[config.mk]
export PLATFORM = sky130hd
export DESIGN_NAME = io_hex_display
export DESIGN_NICKNAME = d
export VERILOG_FILES = /design/src/rtl/io_hex_display.sv
export SDC_FILE = /design/constraint.sdc
export NUM_CORES = 1
export LEC_CHECK = 0
export ABC_AREA = 0
export CORE_MARGIN = 5
export CORE_UTILIZATION = 60
export DETAILED_ROUTE_END_ITERATION = 16
export PLACE_DENSITY = 0.86
export SLEW_MARGIN = 5
export SYNTH_ARGS = -nofsm -noshare
export SYNTH_HDL_FRONTEND = slang
export SYNTH_SLANG_ARGS = --single-unit
[constraint.sdc]
create_clock -name i_oszClk -period 8 [get_ports i_oszClk]
set_clock_uncertainty 0.15 [all_clocks]
set_input_delay 2.4 -clock i_oszClk [delete_from_list [all_inputs] [get_ports i_oszClk]]
set_output_delay 2.4 -clock i_oszClk [all_outputs]
set_load 0.02 [all_outputs]
[src/rtl/io_hex_display.sv]
// Memory-mapped 8-digit hex display peripheral. It holds four data bytes plus dp and blank masks,
// scans a multiplexed active-low 7-segment display, and returns synchronized switch readback.
module io_hex_display #(
    parameter logic [7:0]  BASE_ADDR = 8'h10,
    parameter int unsigned PRESCALE  = 1000
) (
    input  logic       i_oszClk,
    input  logic       i_resetn,
    input  logic [7:0] i_ioAddress,
    input  logic       i_ioNCE,
    input  logic       i_ioNOE,
    input  logic       i_ioNWE,
    input  logic [7:0] i_busData,
    output logic [7:0] o_busData,
    output logic       o_busNOE,
    input  logic [7:0] i_switches,
    output logic [7:0] o_cathodes,
    output logic [7:0] o_anodes
);

    localparam logic [15:0] LP_PRESCALE_M1 = 16'(PRESCALE - 1);

    logic [7:0]  r_data0, r_data1, r_data2, r_data3;
    logic [7:0]  r_dpmask, r_blank;
    logic [7:0]  r_sw_meta, r_sw_sync;
    logic        r_wr_prev;
    logic [15:0] r_prescale;
    logic [2:0]  r_digit;
    logic [7:0]  r_anodes, r_cathodes;

    logic [7:0]  w_offset;
    logic        w_in_win;
    logic        w_wr_act;
    logic        w_wr_pulse;
    logic        w_rd_act;
    logic [3:0]  w_nibble;
    logic [7:0]  w_anodes_d, w_cathodes_d;

    // Modular subtraction: addresses below BASE wrap to large offsets and fall outside the window.
    assign w_offset   = i_ioAddress - BASE_ADDR;
    assign w_in_win   = (w_offset < 8'd7);
    assign w_wr_act   = ~i_ioNCE & ~i_ioNWE & w_in_win;
    assign w_wr_pulse = w_wr_act & ~r_wr_prev;
    assign w_rd_act   = ~i_ioNCE & ~i_ioNOE & w_in_win;

    function automatic logic [6:0] f_seg7(input logic [3:0] i_nib);
        logic [6:0] w_seg;
        unique case (i_nib)
            4'h0: w_seg = 7'h3F;
            4'h1: w_seg = 7'h06;
            4'h2: w_seg = 7'h5B;
            4'h3: w_seg = 7'h4F;
            4'h4: w_seg = 7'h66;
            4'h5: w_seg = 7'h6D;
            4'h6: w_seg = 7'h7D;
            4'h7: w_seg = 7'h07;
            4'h8: w_seg = 7'h7F;
            4'h9: w_seg = 7'h6F;
            4'hA: w_seg = 7'h77;
            4'hB: w_seg = 7'h7C;
            4'hC: w_seg = 7'h39;
            4'hD: w_seg = 7'h5E;
            4'hE: w_seg = 7'h79;
            default: w_seg = 7'h71;
        endcase
        return w_seg;
    endfunction

    // One write per strobe assertion: only the rising edge of wrAct commits.
    always_ff @(posedge i_oszClk or negedge i_resetn) begin
        if (!i_resetn) begin
            r_data0   <= 8'h00;
            r_data1   <= 8'h00;
            r_data2   <= 8'h00;
            r_data3   <= 8'h00;
            r_dpmask  <= 8'h00;
            r_blank   <= 8'h00;
            r_wr_prev <= 1'b0;
        end else begin
            r_wr_prev <= w_wr_act;
            if (w_wr_pulse) begin
                case (w_offset)
                    8'd0:    r_data0  <= i_busData;
                    8'd1:    r_data1  <= i_busData;
                    8'd2:    r_data2  <= i_busData;
                    8'd3:    r_data3  <= i_busData;
                    8'd4:    r_dpmask <= i_busData;
                    8'd5:    r_blank  <= i_busData;
                    default: ;
                endcase
            end
        end
    end

    always_ff @(posedge i_oszClk or negedge i_resetn) begin
        if (!i_resetn) begin
            r_sw_meta <= 8'h00;
            r_sw_sync <= 8'h00;
        end else begin
            r_sw_meta <= i_switches;
            r_sw_sync <= r_sw_meta;
        end
    end

    always_ff @(posedge i_oszClk or negedge i_resetn) begin
        if (!i_resetn) begin
            r_prescale <= 16'd0;
            r_digit    <= 3'd0;
        end else if (r_prescale == LP_PRESCALE_M1) begin
            r_prescale <= 16'd0;
            r_digit    <= r_digit + 3'd1;
        end else begin
            r_prescale <= r_prescale + 16'd1;
        end
    end

    always_comb begin
        w_nibble = 4'h0;
        unique case (r_digit)
            3'd0: w_nibble = r_data0[3:0];
            3'd1: w_nibble = r_data0[7:4];
            3'd2: w_nibble = r_data1[3:0];
            3'd3: w_nibble = r_data1[7:4];
            3'd4: w_nibble = r_data2[3:0];
            3'd5: w_nibble = r_data2[7:4];
            3'd6: w_nibble = r_data3[3:0];
            default: w_nibble = r_data3[7:4];
        endcase
    end

    always_comb begin
        w_anodes_d   = 8'hFF;
        w_cathodes_d = 8'hFF;
        if (!r_blank[r_digit]) begin
            w_anodes_d   = ~(8'h01 << r_digit);
            w_cathodes_d = ~{r_dpmask[r_digit], f_seg7(w_nibble)};
        end
    end

    always_ff @(posedge i_oszClk or negedge i_resetn) begin
        if (!i_resetn) begin
            r_anodes   <= 8'hFF;
            r_cathodes <= 8'hFF;
        end else begin
            r_anodes   <= w_anodes_d;
            r_cathodes <= w_cathodes_d;
        end
    end

    assign o_anodes   = r_anodes;
    assign o_cathodes = r_cathodes;
    assign o_busNOE   = ~w_rd_act;

    always_comb begin
        o_busData = 8'h00;
        if (w_rd_act) begin
            case (w_offset)
                8'd0:    o_busData = r_data0;
                8'd1:    o_busData = r_data1;
                8'd2:    o_busData = r_data2;
                8'd3:    o_busData = r_data3;
                8'd4:    o_busData = r_dpmask;
                8'd5:    o_busData = r_blank;
                8'd6:    o_busData = r_sw_sync;
                default: o_busData = 8'h00;
            endcase
        end
    end

endmodule

==> results.sh, run 1 <==
export IMPL_holdCritStartpoint="r_sw_meta[0]$_DFF_PN0_"
export IMPL_cts_tree="done"
export IMPL_worstSetupPathType="in -> out"
export IMPL_grt_pass1_vias=3386
export IMPL_wl_per_cell_um=19.5
export IMPL_dp_slack_ns=0.249
export IMPL_nets=466
export IMPL_antenna_found_initial=0
export IMPL_min_path_cells=0
export IMPL_drv_slew=0
export IMPL_place_port_buffers=53
export IMPL_cts_buffers=9
export IMPL_required_ns=5.45
export IMPL_fin_tns_setup_ns=0
export IMPL_power_share_clock_pct=39.8
export IMPL_syn_area_um2=4620
export IMPL_grt_ovfl_total=0
export IMPL_grt_use_met3_pct=4.88
export IMPL_async_flop_share_pct=100
export IMPL_post_route_drc_count=0
export IMPL_cts_clk_slew_worst_paths_ns=0.10
export IMPL_avgSynthCellArea_um2=12.8
export IMPL_cts_root_buffer="clkbuf_8"
export IMPL_netlist_area_leader_share_pct=45.5
export IMPL_synthTopCellsByCount="84 x dfrtp_1, 51 x mux2_2, 22 x nand2_1"
export IMPL_grt_setup_unrepaired="false"
export IMPL_synth_cells=362
export IMPL_synth_cell_types=51
export IMPL_irDropWorstVdd_mv=0.107
export IMPL_yosys_top_cells_area="dfrtp_1 46%, mux2_2 12%, dfstp_2 9.1%, ha_1 3.5%, a22oi_1 3.3%"
export IMPL_power_uw=905
export IMPL_synth_edf_count=0
export IMPL_max_slew_margin_rel_pct=39.8
export IMPL_p_sw_uw=203
export IMPL_insertedDiodeCount=0
export IMPL_die_x_um=97.7
export IMPL_max_cap_viol_count=0
export IMPL_swShare_pct=22.4
export IMPL_syn_num_nets=404
export IMPL_critPathMaxStageDelay_ns=0.65
export IMPL_synth_top_area_cell="dfrtp_1"
export IMPL_grt_met1_usage_pct=31.1
export IMPL_layout_setup_ws_ns=0.247
export IMPL_clkLatencyLatePin_ns=0.37
export IMPL_routed_via_count=3357
export IMPL_crit_fanout=9
export IMPL_path_buf_inv=2
export IMPL_cts_htree_levels=3
export IMPL_drt_total_wl_mm=10.3
export IMPL_tightest_slew_ns=0.903
export IMPL_cp_slowest_cell="clkdlybuf4s50_1"
export IMPL_place_hpwl_mm=7.29
export IMPL_synth_most_common_cell="dfrtp_1"
export IMPL_hp_class="reg -> reg"
export IMPL_yosysWarnings=0
export IMPL_placed_area_um2=5300
export IMPL_first_pass_iters=6
export IMPL_dieArea_um2=9550
export IMPL_critPathArrivalTime_ns=5.20
export IMPL_yosys_most_used_dff="dfrtp_1"
export IMPL_seqPwrFrac_pct=56.5
export IMPL_yosysSeqAreaShare_pct=54.6
export IMPL_fin_crit_ns=7.75
export IMPL_p_int_uw=702
export IMPL_p_leak_nw=2.38
export IMPL_max_freq_mhz=129
export IMPL_powerDensity_nw_per_um2=164
export IMPL_via_per_inst=6.32
export IMPL_grt_usage_pct=22.6
export IMPL_grt_pass1_wl_mm=17.1
export IMPL_routabilityCongestion=0.930
export IMPL_nFillCells=520
export IMPL_drt_initial_drc_count=349
export IMPL_cts_sinks=100
export IMPL_cp_top_family="simple AND/OR/NAND/NOR gates"
export IMPL_layout_drive_gt1_share_pct=26.1
export IMPL_hold_viol_final=0
export IMPL_layout_cells_non_filler=531
export IMPL_ios=54
export IMPL_use_met2_pct=35.4
export IMPL_finalCritPeriodShare_pct=96.9
export IMPL_die_h_um=97.7
export IMPL_cp_end_kind="output pin"
export IMPL_r2r_end="o_cathodes[3]$_DFF_PN1_"
export IMPL_num_rows=32
export IMPL_design_area_um2=5530
export IMPL_ant_nets=0
export IMPL_ctsHoldBuffers=0
export IMPL_r2r_start="r_digit[2]$_DFFE_PN0N_"
export IMPL_synth_seq_cells=100
export IMPL_comb_power_share_pct=3.7
export IMPL_dp_cells=515
export IMPL_grt_max_degree=75
export IMPL_whs_ns=0.207
export IMPL_hold_path_end="r_sw_sync[0]$_DFF_PN0_"
export IMPL_post_cts_setup_buffers=0
export IMPL_coreArea_um2=7610
export IMPL_worstPathCellList="clkdlybuf4s50_1 > or4b_1 > or4_1 > or2_2 > a31oi_1 > clkdlybuf4s50_1"
export IMPL_rr_worst_depth=10
export IMPL_cts_resized_gates=0
export IMPL_grt_busiest_layer="met2"
export IMPL_initial_core_util_pct=60.7
export IMPL_r2r_slack_ns=4.03
export IMPL_clk_path_buf_depth=2
export IMPL_cp_start_kind="primary input"
export IMPL_finalSetupViolCount=0
export IMPL_area_growth_pct=19.7
export IMPL_cp_common_cell="clkdlybuf4s50_1"
export IMPL_final_util_pct=72.6
export IMPL_status="completed"
how the worst max path moves through the flow:
| stage | startpoint | to | slack (ns) | cells past startpoint |
|---|---|---|---|---|
| 6_report | i_ioAddress[5] | o_busData[7] | 0.25 | 6 |
| 5_1_grt | i_ioAddress[5] | o_busData[7] | 0.14 | 6 |
| 4_1_cts | i_ioAddress[5] | o_busData[7] | 0.25 | 6 |
| 3_5_place_dp | i_ioAddress[5] | o_busData[7] | 0.25 | 6 |
| 3_3_place_gp | i_ioAddress[5] | o_busData[7] | 0.39 | 6 |
| 2_1_floorplan | i_ioAddress[5] | o_busData[0] | 0.85 | 6 |
per-layer routing:
metal,wire (um),part of all wire [%]
met2,4910,47
met3,721,7.0
met4,253,2.4
met1,4450,43
met5,0,0
logic make-up after synthesis:
group / synth area share, %
mux: 15.5
fa+ha+maj: 3.52
compound gates: 11.9
buf+inv: 1.82
flops: 54.6
simple gates: 10.0
xor+xnor: 2.66
placed cells by master, fill, tap and decap left out, types with 4 or more instances in the layout:
cell	count
nand4_1	4
nand2_1	22
xnor2_1	8
a31oi_1	10
dfstp_2	16
clkdlybuf4s50_1	52
nand2_2	6
mux2_2	51
dfrtp_1	84
o21ai_0	7
a21oi_1	4
mux4_2	4
clkbuf_8	9
mux2i_1	4
nor2_1	14
inv_1	10
buf_4	11
ha_1	13
xor2_1	6
nand3_1	6
a22oi_1	20
or4_1	5
o22ai_1	4
a222oi_1	8
sequential cells by signal, indices dropped and copies added (netlist names):
| name | count |
|---|---|
| r_blank | 8 |
| r_data1 | 8 |
| r_dpmask | 8 |
| r_data2 | 8 |
| o_anodes | 8 |
| r_wr_prev | 1 |
| r_digit | 3 |
| r_data3 | 8 |
| r_prescale | 16 |
| o_cathodes | 8 |
| r_data0 | 8 |
| r_sw_sync | 8 |
| r_sw_meta | 8 |
cell type report:
cell class / count / area (um^2) / share of cell area [%]
Multi-Input combinational cell: 240 / 2010 / 36.4
Timing Repair Buffer: 63 / 603 / 10.9
Inverter: 10 / 37.5 / 0.679
Sequential cell: 100 / 2520 / 45.7
Clock inverter: 7 / 100 / 1.81
Tap cell: 102 / 128 / 2.31
Clock buffer: 9 / 124 / 2.24
power by group through the flow:
stage	logic, mW	clock network, mW	registers [mW]
6_report	0.0334	0.360	0.511
5_1_grt	0.0367	0.384	0.512
4_1_cts	0.0338	0.363	0.511
3_5_place_dp	0.0337	0	0.521
3_3_place_gp	0.0326	0	0.521
2_1_floorplan	0.00482	0	0.521
worst register-to-register path, delay by kind of cell, from the launching register on:
family                   cells  cell delay, ns
AO/OA/AOI/OAI                5            1.24
adder cells (fa/ha/maj)      2            0.63
buffers and inverters        2            0.47
flip-flops                   1            0.71
AND/OR/NAND/NOR              1            0.69
(Power assumes the default switching activity.)
==> run 2, diff against run 1 <==
- CAP_MARGIN: default -> 20
==> results of run 2 <==
No change in the layout: final DEF, timing and power equal those of run 1.
